`src/rtl/workout_timer_pkg.sv`:
```
// Shared types and widths for the workout countdown timer.
package workout_timer_pkg;

  localparam int MIN_W           = 9;
  localparam int SEC_W           = 6;
  localparam int DEF_SEC_PER_MIN = 60;

  typedef enum logic [2:0] {
    ST_IDLE   = 3'd0,
    ST_LOADED = 3'd1,
    ST_RUN    = 3'd2,
    ST_PAUSE  = 3'd3,
    ST_DONE   = 3'd4
  } state_e;

endpackage

```
`src/rtl/sec_prescaler.sv`:
```
// Divides the system clock down to a one-cycle tick every SEC_DIV enabled cycles.
module sec_prescaler #(
  parameter int SEC_DIV = 50000000
) (
  input  logic clk,
  input  logic rst_n,
  input  logic clr,
  input  logic en,
  output logic tick
);

  localparam int CNT_W = (SEC_DIV > 1) ? $clog2(SEC_DIV) : 1;
  localparam logic [CNT_W-1:0] LAST = CNT_W'(SEC_DIV - 1);

  logic [CNT_W-1:0] cnt_q, cnt_d;

  // tick is combinational so the owner can act on the same edge the counter wraps
  assign tick = en && (cnt_q == LAST);

  always_comb begin
    cnt_d = cnt_q;
    if (clr) begin
      cnt_d = '0;
    end else if (en) begin
      cnt_d = tick ? '0 : cnt_q + 1'b1;
    end
  end

  always_ff @(posedge clk) begin
    if (!rst_n) begin
      cnt_q <= '0;
    end else begin
      cnt_q <= cnt_d;
    end
  end

endmodule

```
`src/rtl/workout_countdown_timer.sv`:
```
// mm:ss countdown with start/pause/clear; optional warn output under WORKOUT_TIMER_WARN_EN.
module workout_countdown_timer
  import workout_timer_pkg::*;
#(
  parameter int SEC_DIV     = 50000000,
  parameter int SEC_PER_MIN = DEF_SEC_PER_MIN
`ifdef WORKOUT_TIMER_WARN_EN
  ,
  parameter int WARN_SECS   = 10
`endif
) (
  input  logic             clk,
  input  logic             rst_n,
  input  logic [MIN_W-1:0] load_min,
  input  logic             load,
  input  logic             start,
  input  logic             pause,
  input  logic             clear,
  output logic [MIN_W-1:0] min_left,
  output logic [SEC_W-1:0] sec_left,
  output logic             running,
  output logic             paused,
  output logic             sec_tick,
  output logic             done,
  output logic             done_pulse
`ifdef WORKOUT_TIMER_WARN_EN
  ,
  output logic             warn
`endif
);

  state_e           state_q, state_d;
  logic [MIN_W-1:0] min_q, min_d;
  logic [SEC_W-1:0] sec_q, sec_d;
  logic             tick_q, tick_d;
  logic             done_pulse_q, done_pulse_d;
  logic             running_q, paused_q, done_q;
  logic             pre_clr, pre_en, pre_tick;

  sec_prescaler #(
    .SEC_DIV(SEC_DIV)
  ) u_prescaler (
    .clk  (clk),
    .rst_n(rst_n),
    .clr  (pre_clr),
    .en   (pre_en),
    .tick (pre_tick)
  );

  // Priority chain: clear > load > start > pause, then normal counting in RUN.
  always_comb begin
    state_d      = state_q;
    min_d        = min_q;
    sec_d        = sec_q;
    tick_d       = 1'b0;
    done_pulse_d = 1'b0;
    pre_clr      = 1'b0;
    pre_en       = 1'b0;
    if (clear) begin
      state_d = ST_IDLE;
      min_d   = '0;
      sec_d   = '0;
      pre_clr = 1'b1;
    end else if (load && state_q != ST_RUN) begin
      state_d = ST_LOADED;
      min_d   = load_min;
      sec_d   = '0;
      pre_clr = 1'b1;
    end else if (start && state_q == ST_LOADED) begin
      pre_clr = 1'b1;
      if (min_q == '0 && sec_q == '0) begin
        state_d      = ST_DONE;
        done_pulse_d = 1'b1;
      end else begin
        state_d = ST_RUN;
      end
    end else if (start && state_q == ST_PAUSE) begin
      state_d = ST_RUN;
    end else if (pause && state_q == ST_RUN) begin
      state_d = ST_PAUSE;
    end else if (state_q == ST_RUN) begin
      pre_en = 1'b1;
      if (pre_tick) begin
        tick_d = 1'b1;
        if (sec_q != '0) begin
          sec_d = sec_q - 1'b1;
        end else if (min_q != '0) begin
          min_d = min_q - 1'b1;
          sec_d = SEC_W'(SEC_PER_MIN - 1);
        end
        if (min_d == '0 && sec_d == '0) begin
          state_d      = ST_DONE;
          done_pulse_d = 1'b1;
        end
      end
    end
  end

`ifdef WORKOUT_TIMER_WARN_EN
  logic warn_q, warn_d;

  always_comb begin
    warn_d = done_pulse_d ||
             (tick_d && min_d == '0 && sec_d != '0 && int'(sec_d) <= WARN_SECS);
  end

  always_ff @(posedge clk) begin
    if (!rst_n) begin
      warn_q <= 1'b0;
    end else begin
      warn_q <= warn_d;
    end
  end

  assign warn = warn_q;
`endif

  always_ff @(posedge clk) begin
    if (!rst_n) begin
      state_q      <= ST_IDLE;
      min_q        <= '0;
      sec_q        <= '0;
      tick_q       <= 1'b0;
      done_pulse_q <= 1'b0;
      running_q    <= 1'b0;
      paused_q     <= 1'b0;
      done_q       <= 1'b0;
    end else begin
      state_q      <= state_d;
      min_q        <= min_d;
      sec_q        <= sec_d;
      tick_q       <= tick_d;
      done_pulse_q <= done_pulse_d;
      running_q    <= (state_d == ST_RUN);
      paused_q     <= (state_d == ST_PAUSE);
      done_q       <= (state_d == ST_DONE);
    end
  end

  assign min_left   = min_q;
  assign sec_left   = sec_q;
  assign running    = running_q;
  assign paused     = paused_q;
  assign sec_tick   = tick_q;
  assign done       = done_q;
  assign done_pulse = done_pulse_q;

endmodule
```
`config.mk`:
```
export PLATFORM = sky130hd
export DESIGN_NAME = workout_countdown_timer
export DESIGN_NICKNAME = d
export VERILOG_FILES = /design/src/rtl/workout_timer_pkg.sv /design/src/rtl/sec_prescaler.sv /design/src/rtl/workout_countdown_timer.sv
export SDC_FILE = /design/constraint.sdc
export NUM_CORES = 1
export LEC_CHECK = 0
export BUFFER_PORTS_ARGS = -buffer_cell sky130_fd_sc_hd__buf_4
export CORE_ASPECT_RATIO = 0.9
export CORE_MARGIN = 5
export CORE_UTILIZATION = 42
export DETAILED_ROUTE_END_ITERATION = 16
export SLEW_MARGIN = 15
export SYNTH_ARGS = -nofsm -noshare
export SYNTH_HDL_FRONTEND = slang
export SYNTH_SLANG_ARGS = --single-unit
```
`constraint.sdc`:
```
create_clock -name clk -period 3.7 [get_ports clk]
set_input_delay 0.74 -clock clk [delete_from_list [all_inputs] [get_ports clk]]
set_output_delay 0.74 -clock clk [all_outputs]
set_load 0.02 [all_outputs]
```
==> out/results.txt <==
Async SR Flop Fraction -> 0%
Final Routed Wirelength -> 5870 um
Setup ws final -> 1140 ps
Diodes inserted -> 0
Die width -> 91.8 um
Top-count cell post-synth -> dfxtp_1
Worst Max-Slew Pin Slew -> 853 ps
Layout cells sized above 1 -> 14.9%
Leakage power -> 1.09 nW
Core area -> 5760 um^2
Final Max Tran Viols -> 0
Die footprint -> 7680 um^2
Yosys reg bits -> 49
EDFF count, synth -> 0
Most used DFF post-synth -> dfxtp_1
Routed Antenna Nets -> 0
Critical Path AT -> 2750 ps
Drt wl/cell -> 14.2 um
Vias per Instance -> 5.48
Maximum VDD drop -> 0.000229 V
Vias in the first global route -> 2047
Sink Count -> 49
Initial Util -> 44.0%
Dpl hpwl -> 4340 um
Required time of the critical path -> 3890 ps
DR vias -> 2258
Synth warn -> 0
Final critical-path share of the clock period -> 69.2%
Mapped cell area -> 2530 um^2
H-tree depth -> 2
Max Fclk -> 391 MHz
Crit end category -> flip-flop
CTS tree -> yes
Worst-Skew Late Latency -> 290 ps
Crit path kind -> reg2reg
RePlAce Congestion -> 0.800
Relative slew slack -> 43.1%
Post-Synthesis Cells -> 307
Area growth from synthesis to layout -> 17.2%
First-pass GRT wire length -> 10000 um
Post-route cell area -> 2970 um^2
Hold Buf Count CTS -> 0
Deepest clock path buffer count -> 2
Power Total -> 1.03 mW
Tot GR Track Use -> 15.8%
DRC Markers -> 0
Area contributors post-synth -> dfxtp_1 39%, nor2_1 6.7%, xor2_1 5.9%
Crit path time final -> 2560 ps
HP Class -> reg2reg
Nets@finish -> 361
Register Area -> 981 um^2
Max-Cap Viols -> 0
Port Buffers -> 34
Sequential fraction of the synthesis area -> 38.8%
Place WS -> 980 ps
Max FO, Critical Path -> 6
Largest net degree at the start of global routing -> 24
CTS clk-pin slew, worst paths -> 90 ps
PD cells -> 347 nW/um^2
RSZ-0062 raised after global routing -> no
Hold WS -> 481 ps
Global route total overflow -> 0
Avg Inst Size Synth -> 8.24 um^2
Area of the multi-input gates -> 1480 um^2
Most common library cells after synthesis -> 49 x dfxtp_1, 45 x nor2_1, 25 x nand2_1
Fillers -> 556
Status -> complete, no violations
CTS buffer count -> 5
Initial antenna violation count -> 0
First DRT Iteration DRCs -> 133
Total negative slack -> 0 ps
DR pass1 iterations -> 4
Yosys top cell by area -> dfxtp_1
Io pins -> 35
Cell variety after synth -> 50
Final-report setup violation count -> 0
CP startpoint kind -> flip-flop
Setup Buffers After CTS -> 0
Synthesized Nets -> 327
Root buf cell -> clkbuf_8
Clock skew -> 2.70 ps
Worst-path cell with the longest stage delay -> or3b_1
Site Rows -> 26
Height of the die -> 83.6 um
Yosys top cell area share -> 38.8%
Fin. Hold Viols -> 0
Critical path's largest stage delay -> 470 ps
Resize count post-CTS -> 0
Placed Area -> 2850 um^2
Worst-path cell chain -> inv_1 -> ha_1 -> or3b_1 -> a211o_1 -> nor4_4 -> nor4b_2 -> xnor2_1 -> a21oi_1
## critical path: cells and delay by family, from the launching register on
kind                       cells  cell delay [ps]
and+or+nand+nor                3             1150
AOI/OAI and AO/OA              2              460
DFF                            1              370
adders and majority gates      1              200
xor gates and xnor gates       1              150
buffers and inverters          1              130
## final cells by class
cell class	count	area share, %
multi-input combinational	239	49.8
timing repair buffer	35	8.86
inverter	11	1.39
tap	70	2.95
clock buffer	7	2.91
sequential	49	33.1
clock inverter	1	1.01
## layer usage
metal	up-vias	global-route usage, %	routed length, um
met5	-	0	0
met4	0	4.05	45
met3	5	3.25	244
met2	43	21.9	2380
met1	1045	24.3	3200
li1	1165	-	-
## kinds of logic after synthesis
| family | Yosys count | synth area share, % |
|---|---|---|
| adders and majority gates | 5 | 2.47 |
| AOI/OAI and AO/OA | 58 | 14.2 |
| and+or+nand+nor | 145 | 30.7 |
| DFF | 49 | 38.8 |
| buffers and inverters | 19 | 2.87 |
| muxes | 4 | 1.63 |
| xor gates and xnor gates | 27 | 9.34 |
## path summary, 6_finish.rpt
| check | startpoint | end | slack, ps | cells after the start |
|---|---|---|---|---|
| worst min-delay path | u_prescaler.cnt_q[1] | u_prescaler.cnt_q[1] | 480 | 2 |
| worst max register to register | sec_left[0] | min_left[6] | 1140 | 8 |
| worst max-delay path | sec_left[0] | min_left[6] | 1140 | 8 |
| worst min register to register | u_prescaler.cnt_q[1] | u_prescaler.cnt_q[1] | 480 | 2 |
## placed cells by master (no fill, tap or decap), types with 2 or more instances in the layout
cell type | Yosys | final
inv_1 | 11 | 11
nand4_1 | 7 | 7
nand3_1 | 11 | 11
nor4_1 | 6 | 6
nor4b_1 | 2 | 2
xor2_1 | 17 | 17
nor2_1 | 45 | 45
and4_1 | 4 | 4
and4b_1 | 2 | 2
dfxtp_1 | 49 | 49
and2_1 | 6 | 6
xnor2_1 | 10 | 10
or4_1 | 3 | 3
buf_4 | 0 | 35
a21oi_1 | 20 | 20
a31oi_1 | 2 | 2
nand2_1 | 25 | 25
a211oi_1 | 6 | 6
mux2i_1 | 3 | 3
and3_1 | 3 | 3
nand2b_1 | 3 | 3
clkbuf_8 | 0 | 6
o21ai_0 | 17 | 17
nor2b_1 | 3 | 3
ha_1 | 5 | 5
nor3_1 | 9 | 9
or3_1 | 7 | 7
## state kept, by name, indices dropped and copies added (netlist names)
name	flops
paused	1
done	1
done_pulse	1
sec_left	6
u_prescaler.cnt_q	26
state_q	3
min_left	9
running	1
sec_tick	1
## stage by stage
step	std cells	util [%]
3_5_place_dp	404	49.5
3_3_place_gp	404	49.5
4_1_cts	412	51.5
6_report	412	51.5
5_1_grt	412	51.5
2_1_floorplan	307	-
## where the power goes
part | internal (mW) | switching, mW
combinational | 0.0391 | 0.0538
clock | 0.221 | 0.175
sequential | 0.532 | 0.00730
(Power assumes the default switching activity.)
